**config.mk**
```make
export PLATFORM = sky130hd
export DESIGN_NAME = pipe_stage_reg_elastic
export DESIGN_NICKNAME = d
export VERILOG_FILES = /design/src/rtl/pipe_pkg.sv /design/src/rtl/payload_reg.sv /design/src/rtl/pipe_stage_reg_elastic.sv
export SDC_FILE = /design/constraint.sdc
export NUM_CORES = 1
export LEC_CHECK = 0
export ABC_AREA = 1
export CAP_MARGIN = 20
export CORE_UTILIZATION = 54
export CTS_CLUSTER_SIZE = 28
export DETAILED_ROUTE_END_ITERATION = 10
export GPL_ROUTABILITY_DRIVEN = 0
export HOLD_SLACK_MARGIN = 0.02
export PLACE_DENSITY = 0.83
export SLEW_MARGIN = 40
export SYNTH_ARGS = -nofsm -noshare
export SYNTH_HDL_FRONTEND = slang
export SYNTH_SLANG_ARGS = --single-unit
export TNS_END_PERCENT = 50
```
**constraint.sdc**
```tcl
create_clock -name clk -period 2 [get_ports clk]
set_input_delay 0.2 -clock clk [delete_from_list [all_inputs] [get_ports clk]]
set_output_delay 0.2 -clock clk [all_outputs]
set_load 0.005 [all_outputs]
```
**src/rtl/pipe_pkg.sv**
```systemverilog
// Shared types and constants for the elastic MEM/WB pipeline register.
// Holds the occupancy encoding and the default write-back payload layout.
package pipe_pkg;

  localparam int PIPE_DATA_W = 32;
  localparam int PIPE_DEST_W = 5;

  // Occupancy encoding; the numeric value is what count_o reports.
  typedef enum logic [1:0] {
    ST_EMPTY = 2'd0,
    ST_ONE   = 2'd1,
    ST_FULL  = 2'd2
  } occ_state_e;

  typedef struct packed {
    logic                   RegWrite;
    logic                   MemtoReg;
    logic [PIPE_DATA_W-1:0] ALUResult;
    logic [PIPE_DATA_W-1:0] MemData;
    logic [PIPE_DEST_W-1:0] RegDest;
  } wb_payload_t;

endpackage

```
**src/rtl/payload_reg.sv**
```systemverilog
// Width-generic, enable-loaded register with asynchronous active-low clear.
// Used for both the head and the skid slot of the elastic stage.
module payload_reg #(
  parameter int DATA_W = 32
) (
  input  logic              clk,
  input  logic              rst_n,
  input  logic              load,
  input  logic [DATA_W-1:0] d,
  output logic [DATA_W-1:0] q
);

  // NOTE: sequential state uses non-blocking assignments; the payload is
  // cleared on reset so the write-back data reads 0 until the first load.
  always_ff @(posedge clk or negedge rst_n) begin
    if (!rst_n)    q <= '0;
    else if (load) q <= d;
  end

endmodule

```
**src/rtl/pipe_stage_reg_elastic.sv**
```systemverilog
// Elastic MEM/WB register: 2-entry skid buffer with valid/ready handshake,
// synchronous flush and the write-back data select.
module pipe_stage_reg_elastic
  import pipe_pkg::*;
#(
  parameter int DATA_W = PIPE_DATA_W,
  parameter int DEST_W = PIPE_DEST_W
) (
  input  logic              clk,
  input  logic              rst_n,
  input  logic              flush_i,
  input  logic              in_valid_i,
  output logic              in_ready_o,
  input  logic              RegWrite_i,
  input  logic              MemtoReg_i,
  input  logic [DATA_W-1:0] ALUResult_i,
  input  logic [DATA_W-1:0] MemData_i,
  input  logic [DEST_W-1:0] RegDest_i,
  output logic              out_valid_o,
  input  logic              out_ready_i,
  output logic              RegWrite_o,
  output logic              MemtoReg_o,
  output logic [DATA_W-1:0] ALUResult_o,
  output logic [DATA_W-1:0] MemData_o,
  output logic [DEST_W-1:0] RegDest_o,
  output logic [DATA_W-1:0] WbData_o,
  output logic [1:0]        count_o
);

  localparam int PAYLOAD_W = 2 + 2 * DATA_W + DEST_W;

  occ_state_e           state_q, state_d;
  logic                 push, pop;
  logic                 head_load, skid_load, head_from_skid;
  logic [PAYLOAD_W-1:0] in_payload, head_d, head_q, skid_q;
  logic                 head_reg_write;

  // Ready depends only on registered occupancy, never on out_ready_i.
  assign in_ready_o  = (state_q != ST_FULL);
  assign out_valid_o = (state_q != ST_EMPTY);
  assign count_o     = state_q;

  assign push = in_valid_i & in_ready_o & ~flush_i;
  assign pop  = out_valid_o & out_ready_i & ~flush_i;

  always_ff @(posedge clk or negedge rst_n) begin
    if (!rst_n) state_q <= ST_EMPTY;
    else        state_q <= state_d;
  end

  // NOTE: every output of this block gets a default first so no latch
  // is inferred on paths that do not assign it.
  always_comb begin
    state_d        = state_q;
    head_load      = 1'b0;
    skid_load      = 1'b0;
    head_from_skid = 1'b0;
    if (flush_i) begin
      state_d = ST_EMPTY;
    end else begin
      case (state_q)
        ST_EMPTY: begin
          if (push) begin
            head_load = 1'b1;
            state_d   = ST_ONE;
          end
        end
        ST_ONE: begin
          if (push && pop) begin
            head_load = 1'b1;
          end else if (pop) begin
            state_d = ST_EMPTY;
          end else if (push) begin
            skid_load = 1'b1;
            state_d   = ST_FULL;
          end
        end
        ST_FULL: begin
          if (pop) begin
            head_load      = 1'b1;
            head_from_skid = 1'b1;
            state_d        = ST_ONE;
          end
        end
        default: state_d = ST_EMPTY;
      endcase
    end
  end

  assign in_payload = {RegWrite_i, MemtoReg_i, ALUResult_i, MemData_i, RegDest_i};
  assign head_d     = head_from_skid ? skid_q : in_payload;

  payload_reg #(.DATA_W(PAYLOAD_W)) u_head (
    .clk   (clk),
    .rst_n (rst_n),
    .load  (head_load),
    .d     (head_d),
    .q     (head_q)
  );

  payload_reg #(.DATA_W(PAYLOAD_W)) u_skid (
    .clk   (clk),
    .rst_n (rst_n),
    .load  (skid_load),
    .d     (in_payload),
    .q     (skid_q)
  );

  assign {head_reg_write, MemtoReg_o, ALUResult_o, MemData_o, RegDest_o} = head_q;

  // A stale or squashed head must never reach the register file write port.
  assign RegWrite_o = head_reg_write & out_valid_o & ~flush_i;
  assign WbData_o   = MemtoReg_o ? MemData_o : ALUResult_o;

endmodule
```
==> results of run 1 <==
per-layer routing:
metal	vias to the layer above	wire length [µm]	share of wire, %
li1	3222	-	-
met3	41	1472	7.5
met4	0	571	2.9
met5	-	0	0
met1	3231	8052	41
met2	322	9641	49
power breakdown:
part	internal (mW)	switching [mW]	leakage, nW
registers	3.97	0.731	1.80
logic	2.14	1.52	3.01
clock network	1.83	1.16	0.278
total	7.94	3.40	5.09
worst paths after layout:
| kind | start | end | slack, ps | depth (start not counted) |
|---|---|---|---|---|
| worst max-delay path | u_head.q[69]$_DFFE_PN0P_ | WbData_o[6] | 40 | 3 |
| worst min-delay path | rst_n | u_head.q[7]$_DFFE_PN0P_ | 280 | 2 |
| worst max register to register | count_o[1]$_DFFE_PN0P_ | u_head.q[28]$_DFFE_PN0P_ | 200 | 7 |
| worst min register to register | u_skid.q[2]$_DFFE_PN0P_ | u_skid.q[2]$_DFFE_PN0P_ | 480 | 2 |
| max in group asynchronous | rst_n | u_head.q[15]$_DFFE_PN0P_ | 1090 | 3 |
| min in group clk | ALUResult_i[13] | u_skid.q[50]$_DFFE_PN0P_ | 350 | 3 |
metrics by stage:
step / power, mW / utilization, % / setup TNS, ps / cell area, µm²
2_1_floorplan: 6.754 / - / 0 / 7600
3_3_place_gp: 8.233 / 67.25 / 0 / 9082
3_5_place_dp: 8.394 / 67.25 / 0 / 9082
4_1_cts: 11.31 / 71.26 / -134.2 / 9624
5_1_grt: 12.01 / 71.83 / -90.62 / 9701
6_report: 11.34 / 71.83 / 0 / 9701
synth_stat cells (all sizes together):
| cell type | instances |
|---|---|
| nand2 | 508 |
| dfrtp | 144 |
| nand3 | 144 |
| buf | 115 |
| mux2 | 32 |
| clkbuf | 17 |
| nor2 | 9 |
| inv | 6 |
| a21oi | 2 |
| o21ai | 2 |
| nand3b | 1 |
cell families after synthesis:
kind of cell / synth area share, %
DFF: 47.42
and+or+nand+nor: 35.45
muxes: 4.742
buffers and inverters: 12.13
AOI/OAI and AO/OA: 0.2633
repair_timing:
item | 4_1_cts | 5_1_grt
endpoints found under the setup margin | 28 | 12
gates cloned | 0 | 1
pin swaps | 0 | 0
buffers inserted | 0 | 3
hold endpoints to repair | 41 | 0
hold buffers | 1 | 0
resized for setup | 22 | 6
cell usage in the layout, fill, tap and decap left out, types with 2 or more instances in the layout:
cell type and n:
nand2_1 505, clkdlybuf4s50_1 157, nand3_1 143, dfrtp_1 143
mux2_2 31, dlygate4sd2_1 20, clkbuf_16 18, buf_4 14
buf_12 12, nor2_1 7, clkbuf_1 5, clkinv_2 5
clkbuf_8 4, inv_1 3, dlymetal6s2s_1 3, inv_2 2
nand2_4 2, a21oi_1 2
area by class of cell:
type / instances / area share [%]
Inverter: 6 / 0.2838
Multi-Input combinational cell: 698 / 31.88
Timing Repair Buffer: 211 / 22.69
Tap cell: 176 / 2.270
Clock inverter: 6 / 0.5675
Sequential cell: 144 / 37.16
Clock buffer: 26 / 5.146
state kept, by name (all words and copies together), names as in the netlist:
signal    cells
u_skid.q     71
u_head.q     71
count_o       2
==> results.ini, run 1 <==
[sta]
skew_ps=5.242
hold_viol_final=0
worst_slew_pin_slew_ps=467.2
finalCritPeriodShare_pct=98.00
setup_viol=0
whs_ps=279.8
achievable-frequency_mhz=510.2
maxSlewViolCount=0
worst_slew_margin_rel_pct=68.86
fin_ws_ps=39.99
finalCriticalPeriod_ps=1960

[floorplan]
initial_core_util_pct=56.27
core-area_mm2=0.01351
die_w_um=120.6
die_h_um=120.6
die_area_mm2=0.01455
io_pins=183
std_cell_rows=42

[placement]
io_buffers=182
dp_hpwl_mm=12.38
place_ws_ps=65.87
dp.cells=1230

[yosys]
syn_area_mm2=0.007600
yosys.cell_types.count=21
synth_area_leaders=dfrtp_1 (47%), nand2_1 (25%), nand3_1 (9.4%), buf_4 (6.9%), mux2_2 (4.7%)
seq_area_frac_synth_pct=47.42
ys_seq_elements=144
ys_warn_count=0
avgSynthCellArea_um2=7.755
yosysTopAreaCellShare_pct=47.42
synth_nets=1056
postSynthCellCount=980
yosys.area.top_type=dfrtp_1

[critical_path]
crit_arrival_ps=1760
crit_type=reg -> out
crit_family=buffers and inverters
cp-end-kind=primary output
cp-start-kind=register
path_buf_inv=2
slowest_stage=clkdlybuf4s50_1
worstPathMaxFanout=9
cp_cell_sequence=buf_8 > mux2_2 > clkdlybuf4s50_1
max_stage_delay_ps=440
critPathRequiredTime_ps=1800

[clocking]
cts_tree=done
numCtsBuffers=17
cts.path.max_buffers=2
htree_levels=4
cts.sink_count=144
clock_insertion_delay_worst_skew_ps=420
path_clk_slew_ps=60
cts-root-buf=clkbuf_16

[drt]
drc=0
firstDrtPassIters=7
antenna_left=0
wire_per_inst_um=15.58
routed_wl_mm=19.74
vias=6816
drtIter0Drc=696
via_per_inst=5.380

[hold_path]
worstHoldPathType=in -> async

[finish]
drive_above_1_share_pct=8.983
multi_input_area_mm2=0.003093
area_growth_pct=27.64
fin_nets=1154
nFillCells=1024
seqCellArea_mm2=0.003605
final_cells=1267
antennaDiodeCount=0

[power_and_ir_drop]
peakVddDrop_mv=0.6488
p_leak_nw=5.088
power_density_mw_per_mm2=1169

[grt]
track_usage_pct=28.16
gr-total-overflow=0
grtUsageMet2_pct=46.52
grt_pass1_vias=6345
use_met1_pct=35.44
grt_max_degree=74
grt_first_pass_wirelength_mm=31.77
antenna_found_initial=0
use_met3_pct=6.321
grt-busiest-layer=met2

[run]
drv_cap=0

[run_status]
status=completed

Note: power is estimated with default switching activity, not from simulation.
==> run 2, diff against run 1 <==
--- a/config.mk
+++ b/config.mk
@@ -7,14 +7,14 @@
 export LEC_CHECK = 0
 export ABC_AREA = 1
 export CAP_MARGIN = 20
-export CORE_UTILIZATION = 54
+export CORE_UTILIZATION = 53
 export CTS_CLUSTER_SIZE = 28
 export DETAILED_ROUTE_END_ITERATION = 10
 export GPL_ROUTABILITY_DRIVEN = 0
-export HOLD_SLACK_MARGIN = 0.02
-export PLACE_DENSITY = 0.83
+export PLACE_DENSITY = 0.82
 export SLEW_MARGIN = 40
 export SYNTH_ARGS = -nofsm -noshare
 export SYNTH_HDL_FRONTEND = slang
+export SYNTH_HIERARCHICAL = 1
 export SYNTH_SLANG_ARGS = --single-unit
 export TNS_END_PERCENT = 50
==> results.ini, run 2 <==
[run_status]
status=completed

[sta]
achievable-frequency_mhz=510.4
whs_ps=300.6
worst_slew_margin_rel_pct=62.83
hold_viol_final=0
finalCritPeriodShare_pct=97.96
setup_viol=0
worst_slew_pin_slew_ps=557.5
skew_ps=9.919
maxSlewViolCount=0
fin_ws_ps=40.86
finalCriticalPeriod_ps=1959
rsz0062_at_grt=yes

[yosys]
postSynthCellCount=750
yosysTopAreaCellShare_pct=49.94
ys_warn_count=6
synth_edf_count=0
synth_nets=826
synth_flop_cell=dfrtp_1
yosys.area.top_type=dfrtp_1
yosys.cell_types.count=20
async_reset_ff_share_pct=100.0
yosysMostFrequentCell=nand2_1
synth_common_cells=nand2_1 (435), dfrtp_1 (144), mux2_4 (69), mux2_2 (32), buf_2 (15)
seq_area_frac_synth_pct=49.94
ys_seq_elements=144
avgSynthCellArea_um2=9.621
syn_area_mm2=0.007216
synth_area_leaders=dfrtp_1 (50%), nand2_1 (23%), mux2_4 (14%), mux2_2 (5.0%), buf_6 (2.2%)

[critical_path]
critPathRequiredTime_ps=1800
cp-start-kind=register
cp-end-kind=primary output
crit_type=reg -> out
worstPathMaxFanout=10
crit_arrival_ps=1760
setup.worst_path.start=u_head/q[69]$_DFFE_PN0P_
worstReg2RegStart=count_o[1]$_DFFE_PN0P_

[placement]
post_dp_cell_area_mm2=0.009069
io_buffers=182
dp_hpwl_mm=10.66
place_ws_ps=-37.79

[run]
drv_cap=0

[clocking]
cts_tree=done
cts-root-buf=clkbuf_16
cts.path.max_buffers=2
cts.sink_count=144
path_clk_slew_ps=60
clock_insertion_delay_worst_skew_ps=430
numCtsBuffers=17
htree_levels=4

[hold_path]
worstHoldPathType=in -> async

[finish]
antennaDiodeCount=0
area_growth_pct=36.22
nFillCells=944
fin_util_pct=74.23
most-common-layout-cells=nand2_1 (435), clkdlybuf4s50_1 (149), dfrtp_1 (143)
seqCellArea_mm2=0.003605
fin_nets=1005
drive_above_1_share_pct=16.88
final_common_cell=nand2_1
postLayoutCellArea_mm2=0.009829
multi_input_area_mm2=0.003173

[grt]
track_usage_pct=25.56
grt_max_degree=72
grt_pass1_vias=5701
antenna_found_initial=0
gr-total-overflow=0
grt_first_pass_wirelength_mm=28.01

[floorplan]
std_cell_rows=42
io_pins=183
die_w_um=118.7
die_h_um=118.7
initial_core_util_pct=54.49
core-area_mm2=0.01324
die_area_mm2=0.01408

[drt]
drc=0
wire_per_inst_um=15.45
vias=5647
antenna_left=0
firstDrtPassIters=5
via_per_inst=5.051
drtIter0Drc=405
routed_wl_mm=17.27

[power_and_ir_drop]
power_density_mw_per_mm2=1171
peakVddDrop_mv=0.5771
finalPower_mw=11.51
p_leak_nw=5.368

run 2: critical path: stages (launching register included):
cell and delay [ps]:
dfrtp_2 430, buf_6 130, clkbuf_16 160, mux2_2 340, dlygate4sd2_1 280
run 2: routing by layer:
layer  vias to the layer above  global-route usage [%]  routed length (µm)
met5                         -                       0                   0
met2                       176                   42.18                8686
met1                      2732                   31.73                7293
li1                       2708                       -                   -
met4                         0                   10.44                 316
met3                        31                   6.950                 977
run 2: worst paths after layout:
| kind | end | slack [ps] | cells after the start |
|---|---|---|---|
| worst max-delay path | WbData_o[20] | 40 | 4 |
| worst min-delay path | u_head/q[14]$_DFFE_PN0P_ | 300 | 2 |
| worst max register to register | u_head/q[44]$_DFFE_PN0P_ | 210 | 9 |
| worst min register to register | u_skid/q[63]$_DFFE_PN0P_ | 470 | 2 |
| max in group asynchronous | u_head/q[69]$_DFFE_PN0P_ | 1020 | 3 |
| min in group clk | u_skid/q[4]$_DFFE_PN0P_ | 340 | 3 |
run 2: metrics by stage:
| stage | std cells | setup TNS, ps |
|---|---|---|
| after floorplan | 750 | 0 |
| after global placement | 1083 | 0 |
| after detailed placement | 1083 | -542.7 |
| after CTS | 1116 | -218.7 |
| after global routing | 1118 | -2.417 |
| final | 1118 | 0 |
run 2: kinds of logic (layout without fill, tap and decap cells):
family,count (synthesis),count (layout),share of synthesized area [%]
multiplexers,103,103,19.66
flip-flops,144,144,49.94
AND/OR/NAND/NOR,452,452,24.05
buffers and inverters,49,241,6.190
AO/OA/AOI/OAI,2,2,0.1560
run 2: what timing repair did:
| action | CTS | global route |
|---|---|---|
| hold buffers | 1 | 0 |
| resized for setup | 15 | 25 |
| gates cloned | 0 | 1 |
| endpoints found under the hold margin | 52 | 0 |
| buffers inserted | 0 | 1 |
| setup endpoints to repair | 32 | 78 |
run 2: area by class of cell:
type / instances / share of cell area, %
clock buffer: 22 / 4.926
clock inverter: 10 / 1.591
inverter: 8 / 0.4328
multi-input combinational: 557 / 32.28
sequential: 144 / 36.67
tap: 176 / 2.240
timing repair buffer: 201 / 21.86
run 2: where the power goes:
part | switching [mW] | internal (mW)
sequential | 0.688 | 3.90
clock | 1.18 | 2.21
combinational | 1.38 | 2.14
==> run 3, diff against run 2 <==
--- a/config.mk
+++ b/config.mk
@@ -5,13 +5,12 @@
 export SDC_FILE = /design/constraint.sdc
 export NUM_CORES = 1
 export LEC_CHECK = 0
-export ABC_AREA = 1
 export CAP_MARGIN = 20
-export CORE_UTILIZATION = 53
+export CORE_UTILIZATION = 54
 export CTS_CLUSTER_SIZE = 28
 export DETAILED_ROUTE_END_ITERATION = 10
 export GPL_ROUTABILITY_DRIVEN = 0
-export PLACE_DENSITY = 0.82
+export PLACE_DENSITY = 0.83
 export SLEW_MARGIN = 40
 export SYNTH_ARGS = -nofsm -noshare
 export SYNTH_HDL_FRONTEND = slang
==> results.ini, run 3 <==
[sta]
skew_ps=5.672
maxSlewViolCount=0
setup_viol=31
achievable-frequency_mhz=492.3
worst_slew_pin_slew_ps=464.8
rsz0062_at_grt=yes
hold_viol_final=0
finalCriticalPeriod_ps=2031
finalCritPeriodShare_pct=101.6
worst_slew_margin_rel_pct=69.01
fin_ws_ps=-31.45

[critical_path]
crit_arrival_ps=1830
worstReg2RegStart=count_o[0]$_DFFE_PN0P_
worstPathMaxFanout=14
cp-end-kind=primary output
max_stage_delay_ps=460
crit_family=buffers and inverters
critPathRequiredTime_ps=1800
slowest_stage=clkdlybuf4s50_1
path_buf_inv=2
setup.worst_path.start=u_head/q[69]$_DFFE_PN0P_
cp-start-kind=register
crit_type=reg -> out
cp_cell_sequence=buf_6 > mux2_2 > clkdlybuf4s50_1

[floorplan]
die_w_um=121.6
core-area_mm2=0.01393
die_area_mm2=0.01480
std_cell_rows=43
die_h_um=121.6
initial_core_util_pct=55.47
io_pins=183

[grt]
grt_first_pass_wirelength_mm=24.87
grt_max_degree=66
gr-total-overflow=0
grt_pass1_vias=4670
track_usage_pct=22.44
antenna_found_initial=0

[power_and_ir_drop]
p_clk_share_pct=32.4
power_density_mw_per_mm2=1019
finalPower_mw=10.68
power_frac_seq_pct=39.0
p_leak_nw=4.687
combPwrFrac_pct=28.6
p_sw_share_pct=23.50
peakVddDrop_mv=0.6499
intPower_mw=8.172
p_sw_mw=2.510

[yosys]
seq_area_frac_synth_pct=46.62
ys_seq_elements=144
yosysMostFrequentCell=mux2_4
synth_common_cells=mux2_4 (210), dfrtp_1 (144), mux2_2 (33), buf_12 (21)
synth.area.mux_share_pct=45.89
yosys.area.top_type=dfrtp_1
avgSynthCellArea_um2=17.93
postSynthCellCount=431
synth_adder_area_share_pct=0
synth_area_leaders=dfrtp_1 (47%), mux2_4 (41%), buf_12 (5.4%), mux2_2 (4.8%), buf_6 (0.44%)
synth_compound_area_share_pct=0.3399
synth_nets=507
synth-simple-area-share_pct=1.036
async_reset_ff_share_pct=100.0
synth_edf_count=0
syn_area_mm2=0.007730
ys_warn_count=6
synth_xor_area_share_pct=0
yosysTopAreaCellShare_pct=46.62
yosys.cell_types.count=21
synth_flop_cell=dfrtp_1
synth_top_family_by_area=multiplexers

[finish]
fin_nets=717
antennaDiodeCount=0
final_common_cell=mux2_4
area_growth_pct=35.63
fin_util_pct=75.24
drive_above_1_share_pct=48.93
most-common-layout-cells=mux2_4 (210), clkdlybuf4s50_1 (180), dfrtp_1 (142)
postLayoutCellArea_mm2=0.01048

[drt]
routed_wl_mm=15.72
vias=4379
antenna_left=0
drc=0
firstDrtPassIters=4
wire_per_inst_um=18.85
drtIter0Drc=118
via_per_inst=5.251

[placement]
post_dp_cell_area_mm2=0.009811
io_buffers=182
dp_hpwl_mm=10.68

[clocking]
cts_setup_buffers=0
clock_insertion_delay_worst_skew_ps=420
path_clk_slew_ps=60
cts.sink_count=144
htree_levels=4
cts.path.max_buffers=2
numCtsBuffers=17
cts-root-buf=clkbuf_16
cts_tree=done

[hold_path]
worstHoldPathType=in -> async

[run_status]
violations=negative setup slack
status=finished with violations

[run]
drv_cap=0

run 3: per-stage QoR:
stage                     TNS [ps]  instances  hold slack (ps)  setup WS [ps]
final                       -417.2        834            288.3         -31.45
after global routing         -2293        834            315.1         -88.69
after CTS                    -1174        834            299.4         -52.11
after detailed placement     -2299        801            165.3         -52.61
after global placement     -0.1348        801            161.7        -0.1348
after floorplan                  0        431           -95.59          245.2
run 3: cell families after synthesis:
logic type	Yosys count
AO/OA/AOI/OAI	4
multiplexers	245
AND/OR/NAND/NOR	10
buffers and inverters	28
flip-flops	144
run 3: path summary, 6_finish.rpt:
path                                             to  depth (start not counted)  slack, ps
max in group asynchronous  u_head/q[33]$_DFFE_PN0P_                          3        950
max                                    WbData_o[24]                          3        -30
max reg2reg                u_head/q[52]$_DFFE_PN0P_                          6        110
min                        u_head/q[62]$_DFFE_PN0P_                          2        290
min in group clk           u_skid/q[35]$_DFFE_PN0P_                          2        430
min reg2reg                u_skid/q[63]$_DFFE_PN0P_                          1        510
run 3: worst register-to-register path, cell delays in order (launching register included):
cell	delay, ps
dfrtp_2	440
nand2b_4	180
nor3b_4	190
buf_4	210
buf_12	180
mux2_4	320
mux2_4	260
run 3: what timing repair did:
action | 4_1_cts | 5_1_grt
hold buffers | 1 | 0
setup endpoints to repair | 33 | 33
resized for setup | 4 | 3
hold endpoints to repair | 43 | 0
run 3: area by class of cell:
cell class	count	area, µm²
flip-flops and latches	144	3606
repair buffers	219	2330
fillers	841	3451
multi-input cells	259	3679
clock inverters	12	187.7
well taps	180	225.2
clock buffers	20	456.7
run 3: per-layer routing:
| metal | part of all wire (%) | track usage, % | up-vias |
|---|---|---|---|
| met5 | 0 | 0 | - |
| met4 | 1.8 | 8.719 | 0 |
| met3 | 4.4 | 5.009 | 25 |
| met2 | 48 | 35.90 | 138 |
| met1 | 45 | 29.69 | 2240 |
| li1 | - | - | 1976 |
run 3: power by group through the flow:
| stage | logic [mW] | clock network [mW] | registers [mW] |
|---|---|---|---|
| finish | 3.06 | 3.46 | 4.16 |
| global route | 3.26 | 3.65 | 4.25 |
| CTS | 3.09 | 3.53 | 4.16 |
| detailed placement | 3.06 | 0 | 4.18 |
| global placement | 2.99 | 0 | 4.13 |
| floorplan | 1.65 | 0 | 4.06 |
==> variant 1, RTL diff (config.mk and constraints of run 3) <==
Set the package constant `PIPE_DATA_W` to 16 (it was 32).
--- a/src/rtl/pipe_pkg.sv
+++ b/src/rtl/pipe_pkg.sv
@@ -4,3 +4,3 @@
 
-  localparam int PIPE_DATA_W = 32;
+  localparam int PIPE_DATA_W = 16;
   localparam int PIPE_DEST_W = 5;
Ports: changed (5 resized); port bits go from 183 to 103. No check against the original RTL was run, so the function may have changed too.
==> variant 1 against run 3 <==
- hold slack better by 0.13 ns
- count of clock-buffer cells in the layout is 10 lower
- setup slack better by 0.089 ns
- area after synthesis is 51% lower
- via count is 45% lower
- design area is 50% lower
- wire length is 50% lower
- sequential cell count is 64 lower
- sequential power is 46% lower
- total power is 52% lower
- register-to-register slack better by 0.05 ns
- highest routed layer unchanged
==> variant 1: results (changes against run 3) <==
Final layout
  – Fraction of layout cells with a size suffix above 1: 0.4354 (was 0.4893)
  – Non-Filler Instances: 452 (was 834)
  – Total Nets Final: 396 (was 717)

Yosys
  – Ranking of synthesized cells by area: dfrtp_1, mux2_2, mux2_4, mux2_1, buf_4 (was dfrtp_1, mux2_4, buf_12, mux2_2, buf_6)
  – Post-synth top cells: mux2_2, dfrtp_1, mux2_4 (was mux2_4, dfrtp_1, mux2_2)
  – Synthesized instance count: 241 (was 431)
  – Syn_nets: 285 (was 507)
  – Unique masters post-synth: 22 (was 21)

GRT
  – Vias in the first global route: 2555 (was 4670)
  – GRT Overall Usage: 0.2302 (was 0.2244)
  – Met1 Resource Use GR: 0.3085 (was 0.2969)
  – Largest net degree at the start of global routing: 48 (was 66)
  – First-pass GRT wire length: 12920 µm (was 24870 µm)
  – Grt met2 use: 0.3752 (was 0.3590)

Placement
  – DP HPWL: 5296 µm (was 10680 µm)
  – DP Worst Slack: -0.03611 ns (was -0.05261 ns)
  – Placed instance area: 0.004989 mm² (was 0.009811 mm²)
  – Placed insts: 435 (was 801)

Clock network
  – CTS Root Buffer Type: clkbuf_8 (was clkbuf_16)
  – Latest clock arrival within the worst-skew pair: 0.34 ns (was 0.42 ns)
  – Worst-path clk slew: 0.08 ns (was 0.06 ns)

Pwr
  – Power Sequential: 2.26 mW (was 4.16 mW)
  – Clock power share: 0.274 (was 0.324)
  – Leak: 2.169 nW (was 4.687 nW)

Critical path
  – R2r setup slk: 0.16 ns (was 0.11 ns)
  – CP peak stage delay: 0.48 ns (was 0.46 ns)
  – Crit Path Max Fanout: 15 (was 14)
  – FF-to-FF path depth: 5 (was 6)

Outcome
  – Status: finished, final reports clean (was complete, but fails checks)

Routing
  – Drt wl/cell: 17.52 µm (was 18.85 µm)
  – Vias per inst: 5.301 (was 5.251)
variant 1: cell count changes in the layout (fill, tap and decap cells not counted), moves of 7 or more:
cell / delta
mux2_4: -190
clkdlybuf4s50_1: -79
mux2_2: +70
dfrtp_1: -63
clkbuf_16: -17
buf_12: -11
buf_4: -11
mux2_1: +8
clkbuf_8: +7
variant 1: cells by family after synthesis:
logic type,share of synthesized area
AND/OR/NAND/NOR,0.02166
multiplexers,0.4125
flip-flops,0.5251
AO/OA/AOI/OAI,0.006893
buffers and inverters,0.03380
variant 1: how the worst max path moves through the flow:
stage	slack, ns	endpoint	cells past startpoint	startpoint
4_1_cts	0.006	WbData_o[6]	3	u_head/q[37]
2_1_floorplan	0.23	u_head/q[28]	6	count_o[0]
6_report	0.06	WbData_o[6]	3	u_head/q[37]
3_3_place_gp	0.03	u_head/q[13]	6	in_valid_i
5_1_grt	0.005	RegWrite_o	3	count_o[1]
3_5_place_dp	-0.04	u_head/q[7]	6	in_valid_i
variant 1: cell type report:
type                       count  area, µm²  area share
sequential                    80       2003      0.3822
multi-input combinational    147       1698      0.3239
timing repair buffer         114       1186      0.2263
clock buffer                  10      127.6     0.02435
tap                           96      120.1     0.02292
clock inverter                 5      106.4     0.02029
variant 1: worst max-delay path: cells and delay by family, from the launching register on:
| kind | cells | cell delay [ns] |
|---|---|---|
| buffers and inverters | 2 | 0.65 |
| flip-flops | 1 | 0.41 |
| multiplexers | 1 | 0.35 |
variant 1: metal layers:
layer | routed length, µm | vias to the layer above
met3 | 399 | 4
met4 | 46 | 0
met2 | 3948 | 70
li1 | - | 1094
met5 | 0 | -
met1 | 3526 | 1228
variant 1: repair_timing:
action,in CTS,in global routing
setup endpoints to repair,14,10
resized for setup,1,0
hold buffers,1,0
buffers inserted,0,1
endpoints found under the hold margin,46,0
==> variant 2, RTL diff (config.mk and constraints of run 3) <==
Without the edit above. Put one more register stage on the output `count_o`, cleared by the reset. The value now appears one clock later. The other outputs are not delayed to match.
--- a/src/rtl/pipe_stage_reg_elastic.sv
+++ b/src/rtl/pipe_stage_reg_elastic.sv
@@ -40,3 +40,9 @@
   assign out_valid_o = (state_q != ST_EMPTY);
-  assign count_o     = state_q;
+  always_ff @(posedge clk or negedge rst_n) begin
+    if (!rst_n) begin
+      count_o <= '0;
+    end else begin
+      count_o <= state_q;
+    end
+  end
 
Check against the original RTL: not equivalent (a bounded check fails within 4 cycles, from zero or initial values and one cycle with rst_n low).
==> variant 2 against run 3 <==
- non-clock buffer count is 1 higher
- critical path type unchanged
- wire length increased by 2.2%
- clock power is 3% higher
- largest power group unchanged
- synthesized cell count is 0.46% higher
- first-iteration DRC count increased by 55%
- area after synthesis increased by 0.65%
- sequential cell count is 2 higher
- total power up 0.58%
- sequential share of layout area grew 0.44 points
- setup slack gained 0.072 ns
- design area is 0.12% higher
==> variant 2: results (changes against run 3) <==
Outcome
  – Status: finished, final reports clean (was complete, but fails checks)

Timing
  – Worst slew pin tran: 0.4011 ns (was 0.4648 ns)
  – Setup ws final: 0.04084 ns (was -0.03145 ns)
  – WHS: 0.2681 ns (was 0.2883 ns)
  – Fin Clk Skew: 0.007037 ns (was 0.005672 ns)

Final layout
  – Fraction of layout cells with a size suffix above 1: 0.4893 (about the same)
  – Total Nets Final: 720 (was 717)
  – Antenna diode count: 0 (unchanged)

Critical path
  – Worst setup endpoint: WbData_o[11] (was WbData_o[24])
  – R2r startpoint: state_q[0] (was count_o[0])
  – Reg2reg end: u_head/q[26] (was u_head/q[52])
  – CP peak stage delay: 0.47 ns
  – Crit Path Max Fanout: 5 (was 14)
  – Worst EP arrival: 1.76 ns (was 1.83 ns)

Yosys
  – Post-synthesis sequential area ratio: 0.4696 (was 0.4662)
  – Synthesized instance count: 433 (was 431)
  – Ys flop type: dfrtp_1 (unchanged)
  – Post-synth top cells: mux2_4, dfrtp_1, mux2_2 (unchanged)
  – Syn_nets: 509 (was 507)
  – Ranking of synthesized cells by area: dfrtp_1, mux2_4, buf_12, mux2_2, buf_6 (unchanged)

GRT
  – GRT Overall Usage: 0.2312 (was 0.2244)
  – Antenna violations before repair: 0 (unchanged)
  – Vias in the first global route: 4771 (was 4670)
  – Largest net degree at the start of global routing: 58 (was 66)
  – First-pass GRT wire length: 25930 µm (was 24870 µm)

Pwr
  – Leak: 4.766 nW (was 4.687 nW)
  – Total power: 10.74 mW (was 10.68 mW)
  – Peak supply drop: 0.6325 mV (was 0.6499 mV)
  – Clock power share: 0.332 (was 0.324)
  – Sequential Power Share: 0.391 (was 0.390)
  – Internal power: 8.213 mW (was 8.172 mW)

Clock network
  – Post-CTS Resized: 37 (was 4)
  – Cts-stage hold buffer count: 1 (unchanged)

Routing
  – Drt wl/cell: 19.22 µm (was 18.85 µm)
  – DR vias: 4349 (was 4379)
  – Initial DRC count: 183 (was 118)
  – Routed WL: 16070 µm (was 15720 µm)

Placement
  – Placed insts: 802 (was 801)
  – DP HPWL: 10930 µm (was 10680 µm)
  – DP Worst Slack: -0.02069 ns (was -0.05261 ns)
  – Placed instance area: 0.009804 mm² (was 0.009811 mm²)
  – PortBufs: 182 (unchanged)

Worst hold path
  – Worst Hold Class: in -> async (unchanged)
-- variant 2: changes by cell type after synthesis, sizes merged --
cell	run 3	this run
dfrtp	144	146
-- variant 2: logic make-up (layout without fill, tap and decap cells) --
group	Yosys count	count (layout)	synth area share
muxes	245	245	0.4559
DFF	146	146	0.4696
buffers and inverters	28	251	0.06079
and+or+nand+nor	10	10	0.01029
AOI/OAI and AO/OA	4	4	0.003378
-- variant 2: final cells by class --
class | count | area (µm²)
Multi-Input combinational cell | 259 | 3676
Sequential cell | 146 | 3656
Fill cell | 862 | 3492
Timing Repair Buffer | 220 | 2270
Clock buffer | 22 | 494.2
Tap cell | 180 | 225.2
Clock inverter | 9 | 175.2
-- variant 2: routing by layer --
| layer | part of all wire | wire length, µm | track usage |
|---|---|---|---|
| met3 | 0.055 | 890 | 0.06742 |
| met5 | 0 | 0 | 0 |
| met2 | 0.49 | 7832 | 0.3754 |
| met4 | 0.012 | 197 | 0.07099 |
| met1 | 0.44 | 7144 | 0.2976 |
